### config.mk
export PLATFORM = sky130hd
export DESIGN_NAME = spy_fifo_wr_arb
export DESIGN_NICKNAME = d
export VERILOG_FILES = /design/src/rtl/spy_fifo_wr_arb.sv
export SDC_FILE = /design/constraint.sdc
export NUM_CORES = 1
export LEC_CHECK = 0
export ABC_AREA = 0
export BUFFER_PORTS_ARGS = -buffer_cell sky130_fd_sc_hd__buf_2
export CAP_MARGIN = 20
export CORE_MARGIN = 10
export CORE_UTILIZATION = 41
export DETAILED_ROUTE_END_ITERATION = 10
export GPL_ROUTABILITY_DRIVEN = 1
export PLACE_DENSITY = 0.9
export SLEW_MARGIN = 20
export SYNTH_ARGS = -nofsm -noshare
export SYNTH_HDL_FRONTEND = slang
export SYNTH_SLANG_ARGS = --single-unit
### constraint.sdc
create_clock -name wclk -period 3.5 [get_ports wclk]
set_clock_uncertainty 0.05 [all_clocks]
set_input_delay 0.875 -clock wclk [delete_from_list [all_inputs] [get_ports wclk]]
set_output_delay 0.875 -clock wclk [all_outputs]
set_load 0.05 [all_outputs]
### src/rtl/spy_fifo_wr_arb.sv
// spy_fifo_wr_arb: packet-locked round-robin arbiter sharing one SpyBuffer FIFO write port.
// The grant is held until the owner's last beat, or until the idle watchdog releases a stalled owner.
module spy_fifo_wr_arb #(
  parameter  int NREQ    = 4,
  parameter  int DWIDTH  = 32,
  parameter  int MAXIDLE = 64,
  localparam int GW      = $clog2(NREQ)
) (
  input  logic                   wclk,
  input  logic                   wrst_n,
  input  logic [NREQ-1:0]        req_valid,
  input  logic [NREQ-1:0]        req_last,
  input  logic [NREQ*DWIDTH-1:0] req_data,
  output logic [NREQ-1:0]        req_ready,
  input  logic                   wfull,
  output logic                   winc,
  output logic [DWIDTH-1:0]      wdata,
  output logic [GW-1:0]          grant_id,
  output logic                   busy,
  output logic                   pkt_timeout,
  output logic [15:0]            timeout_cnt
);

  // state  | meaning
  // S_IDLE | no owner; round-robin pick among valid requesters, no beats move
  // S_LOCK | r_owner holds the write port until its last beat or a watchdog release
  typedef enum logic {
    S_IDLE = 1'b0,
    S_LOCK = 1'b1
  } state_t;

  localparam int IW = $clog2(MAXIDLE + 1);

  state_t            r_state;
  state_t            w_state_nxt;
  logic [GW-1:0]     r_owner;
  logic [GW-1:0]     r_last_owner;
  logic [IW-1:0]     r_idle_cnt;
  logic              r_pkt_timeout;
  logic [15:0]       r_timeout_cnt;

  logic [DWIDTH-1:0] w_data_arr [NREQ];
  logic [GW-1:0]     w_pick;
  logic              w_pick_vld;
  logic              w_lock;
  logic              w_beat;
  logic              w_last_beat;
  logic              w_idle_tick;
  logic              w_timeout;

  for (genvar gi = 0; gi < NREQ; gi++) begin : g_unpack
    assign w_data_arr[gi] = req_data[gi*DWIDTH +: DWIDTH];
  end

  // Search starts just above the previous owner so every requester gets a turn.
  always_comb begin
    w_pick     = '0;
    w_pick_vld = 1'b0;
    for (int k = 1; k <= NREQ; k++) begin
      if (!w_pick_vld && req_valid[(int'(r_last_owner) + k) % NREQ]) begin
        w_pick     = GW'((int'(r_last_owner) + k) % NREQ);
        w_pick_vld = 1'b1;
      end
    end
  end

  assign w_lock      = (r_state == S_LOCK);
  assign w_beat      = w_lock & req_valid[r_owner] & ~wfull;
  assign w_last_beat = w_beat & req_last[r_owner];
  // Only an absent owner counts as idle; a full FIFO stalls without charging the owner.
  assign w_idle_tick = w_lock & ~req_valid[r_owner];
  assign w_timeout   = w_idle_tick & (r_idle_cnt == IW'(MAXIDLE - 1));

  always_ff @(posedge wclk or negedge wrst_n) begin
    if (!wrst_n) begin
      r_state <= S_IDLE;
    end else begin
      r_state <= w_state_nxt;
    end
  end

  always_comb begin
    w_state_nxt = r_state;
    case (r_state)
      S_IDLE:  if (w_pick_vld) w_state_nxt = S_LOCK;
      S_LOCK:  if (w_last_beat || w_timeout) w_state_nxt = S_IDLE;
      default: w_state_nxt = S_IDLE;
    endcase
  end

  always_comb begin
    req_ready = '0;
    winc      = 1'b0;
    wdata     = '0;
    if (w_lock) begin
      req_ready[r_owner] = ~wfull;
      winc               = req_valid[r_owner] & ~wfull;
      wdata              = w_data_arr[r_owner];
    end
  end

  always_ff @(posedge wclk or negedge wrst_n) begin
    if (!wrst_n) begin
      r_owner       <= '0;
      r_last_owner  <= GW'(NREQ - 1);
      r_idle_cnt    <= '0;
      r_pkt_timeout <= 1'b0;
      r_timeout_cnt <= '0;
    end else begin
      r_pkt_timeout <= w_timeout;
      if ((r_state == S_IDLE) && w_pick_vld) begin
        r_owner    <= w_pick;
        r_idle_cnt <= '0;
      end else if (w_last_beat || w_timeout) begin
        r_last_owner <= r_owner;
        r_idle_cnt   <= '0;
      end else if (w_beat) begin
        r_idle_cnt <= '0;
      end else if (w_idle_tick) begin
        r_idle_cnt <= r_idle_cnt + 1'b1;
      end
      if (w_timeout && (r_timeout_cnt != 16'hFFFF)) begin
        r_timeout_cnt <= r_timeout_cnt + 1'b1;
      end
    end
  end

  assign busy        = w_lock;
  assign grant_id    = r_owner;
  assign pkt_timeout = r_pkt_timeout;
  assign timeout_cnt = r_timeout_cnt;

endmodule

# ---- Yosys cells after proc, flatten, opt, wreduce, memory -nomap -nowiden
# Index checks and enable logic that the tools add are counted.
dict set report totals {
  in_bits 139
  register_bits 29
  out_inout_bits 57
}
dict set report op_classes {
  mux 39
  n_reduce_logical 16
  n_lt_le_gt_ge 7
  n_bitwise 16
  n_eq_ne 2
  addsub 6
}
# op n
set op_table {}
lappend op_table {{2-to-1 mux 32 bit} 3}
lappend op_table {{binary-select mux 32 bit (select 2 bit)} 1}
lappend op_table {{2-to-1 mux 7 bit} 4}
lappend op_table {{2-to-1 mux 1 bit} 18}
lappend op_table {{adder 16 x 1 -> 16 bit (second input constant)} 1}
lappend op_table {{< comparator 3 x 4 -> 1 bit (second input constant)} 4}
lappend op_table {{inequality test 16 bit (second input constant)} 1}
lappend op_table {{binary-select mux 1 bit (select 2 bit)} 6}
lappend op_table {{2-to-1 mux 2 bit} 4}
lappend op_table {{OR reduction 2 bit} 4}
lappend op_table {{adder 7 x 1 -> 7 bit (second input constant)} 1}
lappend op_table {{== test 7 x 6 -> 1 bit (second input constant)} 1}
lappend op_table {{AND 1 bit} 6}
lappend op_table {{logical AND 1 bit} 6}
lappend op_table {{adder 2 x 1 -> 2 bit (second input constant)} 2}
lappend op_table {{adder 2 bit (second input constant)} 2}
lappend op_table {{AND 1 bit (first input constant)} 4}
lappend op_table {{AND 4 bit} 1}
lappend op_table {{2-to-1 mux 4 bit} 1}
lappend op_table {{inverter 1 bit} 4}
lappend op_table {{nonzero test 4 bit} 1}
lappend op_table {{>= comparator 3 bit (second input constant)} 1}
lappend op_table {{logical NOT 1 bit} 3}
lappend op_table {{< comparator 2 x 3 -> 1 bit (second input constant)} 1}
lappend op_table {{other kinds (6)} 6}

# ---- Logic depth before layout (Yosys ltp)
dict set report logic_depth {
  ltp_word 19
  depth_mapped 7
  ltp_nobuf 5
}

# ---- Worst setup path before layout
# No wires, ideal clock.
dict set report synth_timing {
  path_type {register -> output}
  from {reg r_owner[1], in the netlist grant_id[1]}
  to {out req_ready[2]}
  setup_slack_ps 22
  stages_incl_launch_ff 4
  path_buffers 2
  t_arrival_ps 2553
  path_cell_list {dfrtp_1 -> buf_1 -> clkbuf_1 -> nor3b_1}
}
dict set report synth_via {
  elab_chain_cells 6
  elab_cells_between_ends 7
  classes_between {order compare: 2; mux: 3; bitwise: 1; reduce/logical: 1}
}
# item line
set synth_rtl {}
lappend synth_rtl {{start, declared} 36} ;# logic [GW-1:0] r_owner;
lappend synth_rtl {{start signal, assigned} 112} ;# r_owner <= w_pick;
lappend synth_rtl {{< comparator 2 x 3 -> 1 bit (not written as such) / >= comparator 2 x 1 -> 1 bit (equally long branches)} 96} ;# req_ready[r_owner] = ~wfull;
lappend synth_rtl {{logical AND 1 bit (not written as such)} 96}
lappend synth_rtl {{2-to-1 mux 1 bit (not written as such)} 96}
lappend synth_rtl {{demux 1 bit (select 2 bit) *} 96}
lappend synth_rtl {{AND 4 bit (no source line) *} --}
lappend synth_rtl {{2-to-1 mux 4 bit *} 95} ;# if (w_lock) begin
lappend synth_rtl {{end, declared} 14} ;# output logic [NREQ-1:0] req_ready,
# Mark *: on every way between the ends. The rest lies on a longest branch, timed or not.

# ---- Worst setup path after layout
dict set report layout_timing {
  from {reg r_owner[0], in the netlist grant_id[0]}
  to {out wdata[0]}
}
dict set report layout_via {
  elab_chain_cells 5
}
# item line
set layout_rtl {}
lappend layout_rtl {{inverter 2 -> 3 bit (not written as such)} 98} ;# wdata = w_data_arr[r_owner];
lappend layout_rtl {{binary-select mux 32 bit (select 2 bit)} 98}
lappend layout_rtl {{2-to-1 mux 32 bit (not written as such) (2 in a row)} 98}
lappend layout_rtl {{2-to-1 mux 32 bit} 95}
lappend layout_rtl {{end, declared} 17} ;# output logic [DWIDTH-1:0] wdata,
# No other way between the ends. The select of a mux whose other input is x is not followed.

==> reports/results.ini <==
[status]
status = completed

[floorplanning]
top_level_ports = 196
coreArea_um2 = 5960
row_count = 28
die_area_um2 = 9740
dieHeight_um = 98.7
initial_core_util_pct = 42.6
die_w_um = 98.7

[pwr]
swShare_pct = 56.5
p_comb_share_pct = 75.6
internal-power_mw = 1.38
power.density_nw_per_um2 = 861
leakagePower_nw = 1.78
p_sw_mw = 1.79
irDropWorstVdd_mv = 0.785
p_clk_share_pct = 8.8
sequentialPowerShare_pct = 15.6

[routing]
drt_iter0_drc = 131
via_count = 2853
wl_per_cell_um = 21.8
routed_via_density = 5.72
ant_nets = 0
wirelength_um = 10900
firstDrtPassIters = 4
drc_errors = 0

[clocking]
cts_buffers = 5
postCtsHoldBufs = 0
post_cts_buffers = 0
clk_pin_slew_ns = 0.06
clkLatencyLatePin_ns = 0.28
cts_tree = done
cts_resized = 0
cts_sinks = 29
cts_root_buffer = clkbuf_8
h-tree-depth = 2
clock_path_buffers = 2

[synthesis]
ys_warn_count = 0
synth_ff_type = dfrtp_1
synth.distinct_cells = 36
ys_seq_elements = 29
syn_nets = 369
ys_seq_area_share_pct = 28.7
async_reset_ff_share_pct = 100
synthCells = 228
synth_edf_count = 0
syn_avg_cell_area_um2 = 11.1
synth_area_um2 = 2540

[global_route]
grt_use_met3_pct = 6.98
grt.overflow.total = 0
grtUsageMet2_pct = 38.6
grtUsageMet1_pct = 22.3
grt-busiest-layer = met2
grt_antenna_before_repair = 4
grt_max_degree = 41
track_usage_pct = 21.5
grt_pass1_wl_um = 16700
grt_pass1_vias = 2935

[sta]
period_needed_ns = 3.04
setup_tns_ns = 0
hold_viol = 0
setup_viol = 0
rsz0062_at_grt = no
clock.fmax_mhz = 329
maxSlewViolCount = 0
slew_headroom_pct = 42.0
finalCritPeriodShare_pct = 86.8
worstMarginPinSlew_ns = 0.863

[worst_setup_path]
critPathArrivalTime_ns = 2.11
crit_slowest_cell = dfrtp_2
required_ns = 2.57
end_kind = output port
crit_family = flip-flops
worstSetupStartpointType = register
path_max_fanout = 25
critical_path_buf_inv_count = 2
path_cells = buf_12 > mux4_2 > and2_1 > buf_2
critical_path_class = reg2out
slowest_delay_ns = 0.63

[cells_and_area]
final_cell_mix = buf_2 (195), mux4_2 (34), and2_1 (34)
syn_to_final_growth_pct = 45.0
layout.cells.non_filler = 499
final_util_pct = 61.8
final_cell_area_um2 = 3680
n_fill_cell = 511
final_nets = 560
drive_above_1_share_pct = 59.3
final_common_cell = buf_2

[placed_design]
gp_congestion = 0.966
placed_area_um2 = 3580
placed_cells = 487
place.port_buffers = 195
place_hpwl_um = 9280

[flow_run]
cap_viol_max_count = 0

[min_path]
hp-class = reg2reg

-- worst register-to-register path, stage by stage, from the launching register on --
cell and delay, ns:
dfrtp_2 0.63, mux4_2 0.46, or4_1 0.72, nor2_1 0.29
mux2_2 0.36
-- metrics by stage --
stage / hold slack [ns] / total power, mW / setup WS [ns]
6_report: 0.448 / 3.17 / 0.463
3_3_place_gp: 0.409 / 2.86 / 0.464
3_5_place_dp: 0.426 / 2.92 / 0.409
2_1_floorplan: 0.398 / 2.34 / 0.0220
5_1_grt: 0.465 / 3.31 / 0.336
4_1_cts: 0.441 / 3.20 / 0.420
-- registers in the layout (all words and copies together) (netlist names) --
| signal | cells |
|---|---|
| busy | 1 |
| grant_id | 2 |
| pkt_timeout | 1 |
| r_idle_cnt | 7 |
| r_last_owner | 2 |
| timeout_cnt | 16 |
-- power groups by stage --
stage	sequential, mW	clock [mW]	combinational (mW)
5_1_grt	0.508	0.300	2.51
4_1_cts	0.495	0.284	2.42
3_3_place_gp	0.493	0	2.37
2_1_floorplan	0.535	0	1.81
3_5_place_dp	0.501	0	2.41
6_report	0.494	0.278	2.40
-- cell families after synthesis --
family / share of synthesized area, %
compound gates: 3.35
flops: 28.7
xor+xnor: 5.87
buf+inv: 3.10
fa+ha+maj: 0.986
simple gates: 24.8
mux: 33.2
-- path summary, 6_finish.rpt --
check,from,to,slack (ns),depth (start not counted)
max,grant_id[0],wdata[0],0.46,4
min,r_idle_cnt[6],r_idle_cnt[6],0.45,1
max reg2reg,grant_id[0],timeout_cnt[1],0.88,4
min reg2reg,r_idle_cnt[6],r_idle_cnt[6],0.45,1
max in group asynchronous,wrst_n,grant_id[0],2.38,1
min in group asynchronous,wrst_n,timeout_cnt[4],0.56,1
-- cells in the mapped netlist (3+ instances only) --
| master | n | area (um^2) |
|---|---|---|
| mux2_2 | 6 | 67.6 |
| a22o_1 | 3 | 26.3 |
| buf_1 | 3 | 11.3 |
| buf_2 | 3 | 15.0 |
| nor4_1 | 9 | 56.3 |
| nand3_1 | 11 | 55.1 |
| o21ai_0 | 3 | 15.0 |
| nand2b_1 | 3 | 18.8 |
| or3_1 | 3 | 18.8 |
| nor3_1 | 8 | 40.0 |
| nand4_1 | 4 | 25.0 |
| nor3b_1 | 4 | 30.0 |
| nand2_1 | 13 | 48.8 |
| clkbuf_1 | 7 | 26.3 |
| inv_1 | 4 | 15.0 |
| a21oi_1 | 3 | 15.0 |
| nor2_1 | 9 | 33.8 |
| xor2_1 | 15 | 131 |
| mux4_2 | 34 | 766 |
| dfrtp_1 | 27 | 676 |
| and2_1 | 34 | 213 |
-- per-layer routing --
| layer | vias to the layer above | part of all wire (%) |
|---|---|---|
| li1 | 1261 | - |
| met1 | 1382 | 35 |
| met2 | 182 | 51 |
| met3 | 28 | 10 |
| met4 | 0 | 3.8 |
| met5 | - | 0 |
-- cell type report --
| class | count | area [um^2] | area share, % |
|---|---|---|---|
| diodes | 4 | 10.0 | 0.272 |
| clock buffers | 8 | 90.1 | 2.45 |
| inverters | 4 | 15.0 | 0.408 |
| multi-input cells | 181 | 1730 | 47.0 |
| flip-flops and latches | 29 | 729 | 19.8 |
| well taps | 75 | 93.8 | 2.55 |
| repair buffers | 198 | 1010 | 27.5 |
No activity file was read; power rests on OpenSTA's default activity.
